**src/rtl/seq_lock_pkg.sv**
```systemverilog
// Shared types for the two-button sequential lock: state encodings and
// a helper for sizing the shared cycle timer.
package seq_lock_pkg;

  typedef enum logic [1:0] {
    ST_IDLE     = 2'd0,
    ST_ENTRY    = 2'd1,
    ST_UNLOCKED = 2'd2,
    ST_LOCKOUT  = 2'd3
  } state_t;

  function automatic int max3(input int a, input int b, input int c);
    int m;
    m = (a > b) ? a : b;
    return (m > c) ? m : c;
  endfunction

endpackage

```
**src/rtl/btn_press.sv**
```systemverilog
// Turns the two debounced button levels into single-cycle press pulses.
// A press needs an all-released sample before it; 11 is never a press.
module btn_press (
  input  logic clk,
  input  logic rst,
  input  logic b0,
  input  logic b1,
  output logic p0,
  output logic p1
);

  logic [1:0] prev;

  always_ff @(posedge clk or negedge rst) begin
    if (!rst) prev <= 2'b00;
    else      prev <= {b1, b0};
  end

  assign p0 = (prev == 2'b00) && ({b1, b0} == 2'b01);
  assign p1 = (prev == 2'b00) && ({b1, b0} == 2'b10);

endmodule

```
**src/rtl/seq_lock.sv**
```systemverilog
// Parametrised two-button combination lock with fail counting, timed
// lockout, bounded unlock window and an inactivity timeout on partial entries.
//
//   state    | meaning
//   ---------+--------------------------------------------------------
//   IDLE     | waiting for the first digit of an entry
//   ENTRY    | collecting digits; timer guards against a stalled entry
//   UNLOCKED | unlock high until the timer expires or any press
//   LOCKOUT  | too many wrong entries; presses ignored until timer expires
module seq_lock
  import seq_lock_pkg::*;
#(
  parameter int                  CODE_LEN       = 5,
  parameter logic [CODE_LEN-1:0] CODE           = 5'b10010,
  parameter int                  MAX_FAILS      = 3,
  parameter int                  LOCKOUT_CYCLES = 16,
  parameter int                  UNLOCK_CYCLES  = 8,
  parameter int                  TIMEOUT_CYCLES = 32
) (
  input  logic                             clk,
  input  logic                             rst,
  input  logic                             b0,
  input  logic                             b1,
  output logic                             unlock,
  output logic                             locked_out,
  output logic [$clog2(MAX_FAILS+1)-1:0]   fail_cnt,
  output logic [$clog2(CODE_LEN+1)-1:0]    digit_cnt,
  output logic [1:0]                       debugstate
);

  localparam int TMAX = max3(LOCKOUT_CYCLES, UNLOCK_CYCLES, TIMEOUT_CYCLES);
  localparam int TW   = $clog2(TMAX + 1);
  localparam int FW   = $clog2(MAX_FAILS + 1);

  // The single timer counts down to zero; each state loads its length minus one
  // so the terminal-count edge is exactly N cycles after the load edge.
  localparam logic [TW-1:0] TMO_LOAD = TW'(TIMEOUT_CYCLES - 1);
  localparam logic [TW-1:0] UNL_LOAD = TW'(UNLOCK_CYCLES - 1);
  localparam logic [TW-1:0] LCK_LOAD = TW'(LOCKOUT_CYCLES - 1);

  state_t              state;
  logic [TW-1:0]       tmr;
  logic [CODE_LEN-1:0] shreg;
  logic [CODE_LEN-1:0] entry_next;
  logic                p0, p1, press;
  logic                digit_last, fails_last;

  btn_press u_btn (
    .clk (clk),
    .rst (rst),
    .b0  (b0),
    .b1  (b1),
    .p0  (p0),
    .p1  (p1)
  );

  assign press      = p0 | p1;
  assign entry_next = {shreg[CODE_LEN-2:0], p1};
  assign digit_last = (int'(digit_cnt) == CODE_LEN - 1);
  assign fails_last = (int'(fail_cnt) + 1 >= MAX_FAILS);
  assign debugstate = state;

  always_ff @(posedge clk or negedge rst) begin
    if (!rst) begin
      state      <= ST_IDLE;
      tmr        <= '0;
      shreg      <= '0;
      digit_cnt  <= '0;
      fail_cnt   <= '0;
      unlock     <= 1'b0;
      locked_out <= 1'b0;
    end else begin
      unlock     <= 1'b0;
      locked_out <= 1'b0;
      case (state)
        ST_IDLE: begin
          if (press) begin
            shreg     <= {{(CODE_LEN-1){1'b0}}, p1};
            digit_cnt <= 1;
            tmr       <= TMO_LOAD;
            state     <= ST_ENTRY;
          end
        end

        ST_ENTRY: begin
          // A press on the expiry edge wins over the timeout.
          if (press) begin
            shreg <= entry_next;
            tmr   <= TMO_LOAD;
            if (digit_last) begin
              digit_cnt <= '0;
              if (entry_next == CODE) begin
                state    <= ST_UNLOCKED;
                unlock   <= 1'b1;
                fail_cnt <= '0;
                tmr      <= UNL_LOAD;
              end else if (fails_last) begin
                state      <= ST_LOCKOUT;
                locked_out <= 1'b1;
                fail_cnt   <= FW'(MAX_FAILS);
                tmr        <= LCK_LOAD;
              end else begin
                state    <= ST_IDLE;
                fail_cnt <= fail_cnt + 1'b1;
              end
            end else begin
              digit_cnt <= digit_cnt + 1'b1;
            end
          end else if (tmr == '0) begin
            state     <= ST_IDLE;
            digit_cnt <= '0;
          end else begin
            tmr <= tmr - 1'b1;
          end
        end

        ST_UNLOCKED: begin
          if (press || tmr == '0) begin
            state <= ST_IDLE;
          end else begin
            unlock <= 1'b1;
            tmr    <= tmr - 1'b1;
          end
        end

        ST_LOCKOUT: begin
          if (tmr == '0) begin
            state    <= ST_IDLE;
            fail_cnt <= '0;
          end else begin
            locked_out <= 1'b1;
            tmr        <= tmr - 1'b1;
          end
        end

        default: state <= ST_IDLE;
      endcase
    end
  end

endmodule

```
**config.mk**
```make
export PLATFORM = sky130hd
export DESIGN_NAME = seq_lock
export DESIGN_NICKNAME = d
export VERILOG_FILES = /design/src/rtl/seq_lock_pkg.sv /design/src/rtl/btn_press.sv /design/src/rtl/seq_lock.sv
export SDC_FILE = /design/constraint.sdc
export NUM_CORES = 1
export LEC_CHECK = 0
export CAP_MARGIN = 20
export CORE_ASPECT_RATIO = 0.8
export CORE_MARGIN = 2
export CORE_UTILIZATION = 55
export DETAILED_ROUTE_END_ITERATION = 10
export DONT_BUFFER_PORTS = 1
export HOLD_SLACK_MARGIN = 0.1
export PLACE_DENSITY = 0.7
export SYNTH_ARGS = -nofsm -noshare
export SYNTH_HDL_FRONTEND = slang
export SYNTH_HIERARCHICAL = 1
export SYNTH_SLANG_ARGS = --single-unit
```
**constraint.sdc**
```tcl
create_clock -name clk -period 5.4 [get_ports clk]
set_input_delay 0.81 -clock clk [delete_from_list [all_inputs] [get_ports clk]]
set_output_delay 0.81 -clock clk [all_outputs]
set_load 0.05 [all_outputs]
```
Yosys cells after proc, flatten, opt, wreduce, memory -nomap -nowiden
Cells that the tools add are included.
{"block": "word_totals", "register_bits": 21, "input_bits": 4, "output_inout_bits": 9, "elab_cells": 83}
{"block": "op_classes", "addsub": 4, "magnitude_cmp": 1, "n_eq_ne": 15, "mux": 41, "n_bitwise": 1, "n_reduce_logical": 13}
{"op": "$mux 2", "n": 12}
{"op": "$mux 6", "n": 4}
{"op": "$pmux 6 s4", "n": 1}
{"op": "$mux 5", "n": 3}
{"op": "$mux 3", "n": 4}
{"op": "$ne 2x2->1 const B", "n": 6}
{"op": "$mux 1", "n": 9}
{"op": "$reduce_and 3->1", "n": 3}
{"op": "$mux 4", "n": 2}
{"op": "$pmux 2 s4", "n": 1}
{"op": "$pmux 4 s2", "n": 1}
{"op": "$eq 2x2->1 const B", "n": 3}
{"op": "$logic_not 6->1", "n": 1}
{"op": "$ne 3x3->1 const B", "n": 2}
{"op": "$pmux 3 s2", "n": 1}
{"op": "$sub 6x1->6 const B", "n": 1}
{"op": "$eq 5x5->1 const B", "n": 1}
{"op": "$eq 2x1->1 const B", "n": 2}
{"op": "$logic_not 2->1", "n": 2}
{"op": "$pmux 1 s2", "n": 2}
{"op": "$pmux 2 s2", "n": 1}
{"op": "$reduce_and 4->1", "n": 1}
{"op": "$reduce_bool 2->1", "n": 2}
{"op": "$add 2x1->3 const B", "n": 1}
{"op": "8 further kinds", "n": 9}

Logic depth before layout (Yosys ltp)
{"block": "logic_depth", "ltp_word": 7, "depth_mapped": 7, "ltp_nobuf": 6}

Cells and area by module
Netlist, hierarchy kept.
{"module": "seq_lock", "n_inst": 1, "cells_each": 140, "area_per_inst_um2": 1277.5, "seq_area_each_um2": 475.5}
{"module": "btn_press", "n_inst": 1, "cells_each": 4, "area_per_inst_um2": 67.6, "seq_area_each_um2": 50.0}

Worst setup path after synthesis
Ideal clock, no wire load.
{"block": "synth_timing", "path_kind": "input to register", "start": "input b1", "end": "register fail_cnt[0]", "setup_ps": 125, "arrival_ps": 2484, "t_required_ps": 5275, "setup_slack_ps": 2791, "stages": 5, "path_buffers": 0, "cell_sequence": "nor4b_1 > nor2_1 > o21a_1 > nor3_1 > mux2_2"}
{"block": "synth_between", "elab_chain_len": 7, "elab_cells_between_ends": 12, "cone_classes": "eq/ne: 4; mux: 4; bitwise: 1; reduce/logical: 3"}
{"element": "start: declaration", "line_no": "seq_lock.sv:23", "source": "input logic b1,"}
{"element": "$eq 2x2->1", "line_no": "btn_press.sv:20", "source": "assign p1 = (prev == 2'b00) && ({b1, b0} == 2'b10);"}
{"element": "$logic_and 1x1->1", "line_no": "btn_press.sv:20"}
{"element": "$eq 5x5->1", "line_no": "seq_lock.sv:92", "source": "if (entry_next == CODE) begin"}
{"element": "$mux 2", "line_no": "seq_lock.sv:92"}
{"element": "$mux 2", "line_no": "seq_lock.sv:90", "source": "if (digit_last) begin"}
{"element": "$mux 2", "line_no": "seq_lock.sv:87", "source": "if (press) begin"}
{"element": "$pmux 2 s2", "line_no": "seq_lock.sv:75", "source": "case (state)"}
{"element": "end signal: assignment", "line_no": "seq_lock.sv:100", "source": "fail_cnt <= FW'(MAX_FAILS);"}
{"element": "end signal: assignment", "line_no": "seq_lock.sv:104", "source": "fail_cnt <= fail_cnt + 1'b1;"}
{"element": "end: declaration", "line_no": "seq_lock.sv:26", "source": "output logic [$clog2(MAX_FAILS+1)-1:0] fail_cnt,"}
Parallel ways exist; a longest one is shown, timed or not. The select of a mux whose other input is x is not followed.
A chain may end at the register's enable or synchronous reset.

Worst setup path in the final report
{"block": "layout_timing", "start": "input b1", "end": "register tmr[0]"}
{"block": "layout_between", "elab_chain_len": 7, "elab_cells_between_ends": 14, "cone_classes": "eq/ne: 5; mux: 4; bitwise: 1; reduce/logical: 4"}
{"element": "$eq 2x2->1", "line_no": "btn_press.sv:20"}
{"element": "$logic_and 1x1->1", "line_no": "btn_press.sv:20"}
{"element": "$eq 5x5->1", "line_no": "seq_lock.sv:92"}
{"element": "$mux 5", "line_no": "seq_lock.sv:92"}
{"element": "$mux 5", "line_no": "seq_lock.sv:90"}
{"element": "$mux 6", "line_no": "seq_lock.sv:87"}
{"element": "$pmux 6 s4", "line_no": "seq_lock.sv:75"}
{"element": "end signal: assignment", "line_no": "seq_lock.sv:113", "source": "tmr <= tmr - 1'b1;"}
{"element": "end signal: assignment", "line_no": "seq_lock.sv:122", "source": "tmr <= tmr - 1'b1;"}
{"element": "end signal: assignment", "line_no": "seq_lock.sv:132", "source": "tmr <= tmr - 1'b1;"}
{"element": "end: declaration", "line_no": "seq_lock.sv:42", "source": "logic [TW-1:0] tmr;"}
Parallel ways exist; a longest one is shown, timed or not.

==> impl_metrics.tcl <==
set metrics [dict create \
    status "complete, no violations" \
    timing.rr.start "debugstate[0]" \
    start_util 0.602 \
    cts-root-buf "clkbuf_4" \
    cts_tree "done" \
    critPathLaunch "b1" \
    hold_class "primary input to asynchronous set/reset pin" \
    htreeDepth 1 \
    drc 0 \
    yosysSeqAreaShare 0.391 \
    syn_inst 144 \
    detail_route.wl_per_cell_um 17.5 \
    tightest_slew_ps 1050 \
    cts_setup_buffers 0 \
    pwr-share-comb 0.460 \
    cts_buffer_depth 2 \
    async_reset_ff_frac 1.00 \
    antenna_found_initial 0 \
    seqPwrFrac 0.449 \
    fin_tns_setup_ps 0 \
    hpwlAfterDp_um 2140 \
    viasPerCell 6.85 \
    synth_flop_cell "dfrtp_1" \
    boundaryPins 13 \
    powerDensity_mw_per_mm2 620 \
    layout-drive-gt1-share 0.118 \
    cts_buffers 3 \
    area_growth_pct 3.26 \
    core.rowCount 15 \
    cp-endpoint "tmr[0]" \
    setup_viol 0 \
    clkLatencyLatePin_ps 310 \
    holdWs_ps 171 \
    leakagePower_nw 0.631 \
    syn_area_mm2 0.00135 \
    core_mm2 0.00223 \
    drv_slew 0 \
    die_x_um 59.3 \
    cpPeakStageDelay_ps 880 \
    p_sw_w 0.000441 \
    avgSynthCellArea_um2 9.34 \
    crit_required_ps 5600 \
    yosys_warnings 6 \
    r2r-end "tmr[0]" \
    cts_hold_buf 0 \
    end_kind "flop" \
    clock-sinks 21 \
    final-instance-count-excl-fill 169 \
    nets 156 \
    final_cell_mix "dfrtp_1 (21), o21ai_0 (12), inv_1 (11), nand2_1 (11), nor2_1 (8)" \
    io_buffers 0 \
    switching_share 0.511 \
    reg2regPathDepth 6 \
    max_freq_mhz 379 \
    grt_max_degree 22 \
    cts_resized 0 \
    clk_pin_slew_ps 120 \
    die_area_mm2 0.00286 \
    clock_skew_ps 8.74 \
    dr.pass1.iters 4 \
    crit_chain "nor4b_1 -> nor3b_1 -> a311oi_2 -> o21ai_0 -> a22o_1" \
    synthDistinctLibCells 39 \
    power.total_w 0.000861 \
    final_hold_viol_count 0 \
    relSlewSlack 0.292 \
    diodes 0 \
    drtIter0Drc 66 \
    num_vias 1158 \
    synth_seq_cells 21 \
    syn_nets 155 \
    ff2ff_setup_slack_ps 2800 \
    p_clk_frac 0.091 \
    drv_cap 0 \
    numPlacedInstances 164 \
    p_int_w 0.000421 \
    grt_overflow 0 \
    synth-edff-count 0 \
    fillers 199 \
    crit_fanout 8 \
    worst-setup-path-type "primary input to flop" \
    critPathLaunchType "primary input" \
    cp.arrival_ps 2850 \
    peakVddDrop_mv 0.365 \
    cp_slowest_cell "nor4b_1" \
    die_height_um 48.2 \
    grt_pass1_wl_um 4690 \
    grt_pass1_vias 1009 \
    grtUsageTotal 0.227 \
    post-route-util 0.622 \
    drt-total-wl_um 2960 \
    rsz0062_at_grt "no" \
    min_period_ps 2640 \
    period_share 0.489 \
    mostFrequentLayoutCell "dfrtp_1" \
    routabilityCongestion 0.914 \
    ant_nets 0 \
]
-- worst max-delay path: cells and delay by family --
kind,cells,cell delay [ps]
AND/OR/NAND/NOR,2,1100
AO/OA/AOI/OAI,3,930
-- sequential cells by signal, summed over array words and instances, names as in the netlist --
signal,count
unlock,1
u_btn/prev,2
digit_cnt,3
debugstate,2
shreg,4
locked_out,1
tmr,6
fail_cnt,2
-- power groups by stage --
stage	combinational [W]	sequential (W)	clock (W)
floorplan	0.000322	0.000366	0
global placement	0.000384	0.000385	0
detailed placement	0.000391	0.000388	0
CTS	0.000393	0.000385	0.0000805
global route	0.000440	0.000396	0.0000851
finish	0.000396	0.000386	0.0000787
-- stage by stage --
stage,area [µm²],setup WS (ps)
global route,1390,2580
CTS,1380,2660
global placement,1360,2380
floorplan,1350,2790
detailed placement,1360,2340
finish,1390,2760
-- cell usage after synthesis, drive strengths merged (2+ instances only) --
| library cell | number | share of area |
|---|---|---|
| nor4b | 4 | 0.026 |
| nor2 | 8 | 0.022 |
| or2 | 2 | 0.0093 |
| o21ai | 12 | 0.045 |
| nor3b | 2 | 0.015 |
| inv | 11 | 0.031 |
| a22o | 6 | 0.039 |
| dfrtp | 21 | 0.39 |
| a2bb2oi | 2 | 0.013 |
| o31ai | 4 | 0.022 |
| o22ai | 2 | 0.0093 |
| ha | 7 | 0.065 |
| nor3 | 5 | 0.022 |
| nand2 | 11 | 0.031 |
| o21a | 5 | 0.028 |
| a21o | 4 | 0.022 |
| a21oi | 7 | 0.026 |
| a31o | 2 | 0.013 |
| or3b | 2 | 0.013 |
| mux2 | 2 | 0.017 |
| a211oi | 4 | 0.022 |
| a41oi | 2 | 0.013 |
| clkbuf | 5 | 0.014 |
-- worst min-delay path by stage --
stage	start	end	slack, ps	depth (start not counted)
floorplan	shreg[0]	shreg[0]	450	2
global placement	shreg[0]	shreg[0]	490	2
detailed placement	shreg[0]	shreg[0]	480	2
finish	rst	shreg[2]	170	0
global route	rst	tmr[0]	160	0
CTS	rst	shreg[2]	170	0
-- per-layer routing --
metal / share of wire / global-route usage / up-vias
li1: - / - / 544
met1: 0.48 / 0.318 / 551
met2: 0.43 / 0.343 / 57
met3: 0.078 / 0.0610 / 6
met5: 0 / 0 / -
met4: 0.012 / 0.0818 / 0
-- layout make-up --
| cell class | instances | area, µm² | share of cell area |
|---|---|---|---|
| multi-input cells | 107 | 759 | 0.547 |
| flip-flops and latches | 21 | 526 | 0.378 |
| inverters | 11 | 41.3 | 0.0297 |
| well taps | 25 | 31.3 | 0.0225 |
| clock buffers | 4 | 26.3 | 0.0189 |
| repair buffers | 1 | 5.00 | 0.00360 |
-- cell families (layout without fill, tap and decap cells) --
| logic type | count (synthesis) | in the layout | synth area share |
|---|---|---|---|
| AOI/OAI and AO/OA | 57 | 57 | 0.307 |
| xor gates and xnor gates | 1 | 1 | 0.00651 |
| adders and majority gates | 7 | 7 | 0.0651 |
| buffers and inverters | 16 | 16 | 0.0447 |
| DFF | 21 | 21 | 0.391 |
| muxes | 2 | 2 | 0.0167 |
| and+or+nand+nor | 40 | 40 | 0.169 |
(Power assumes the default switching activity.)
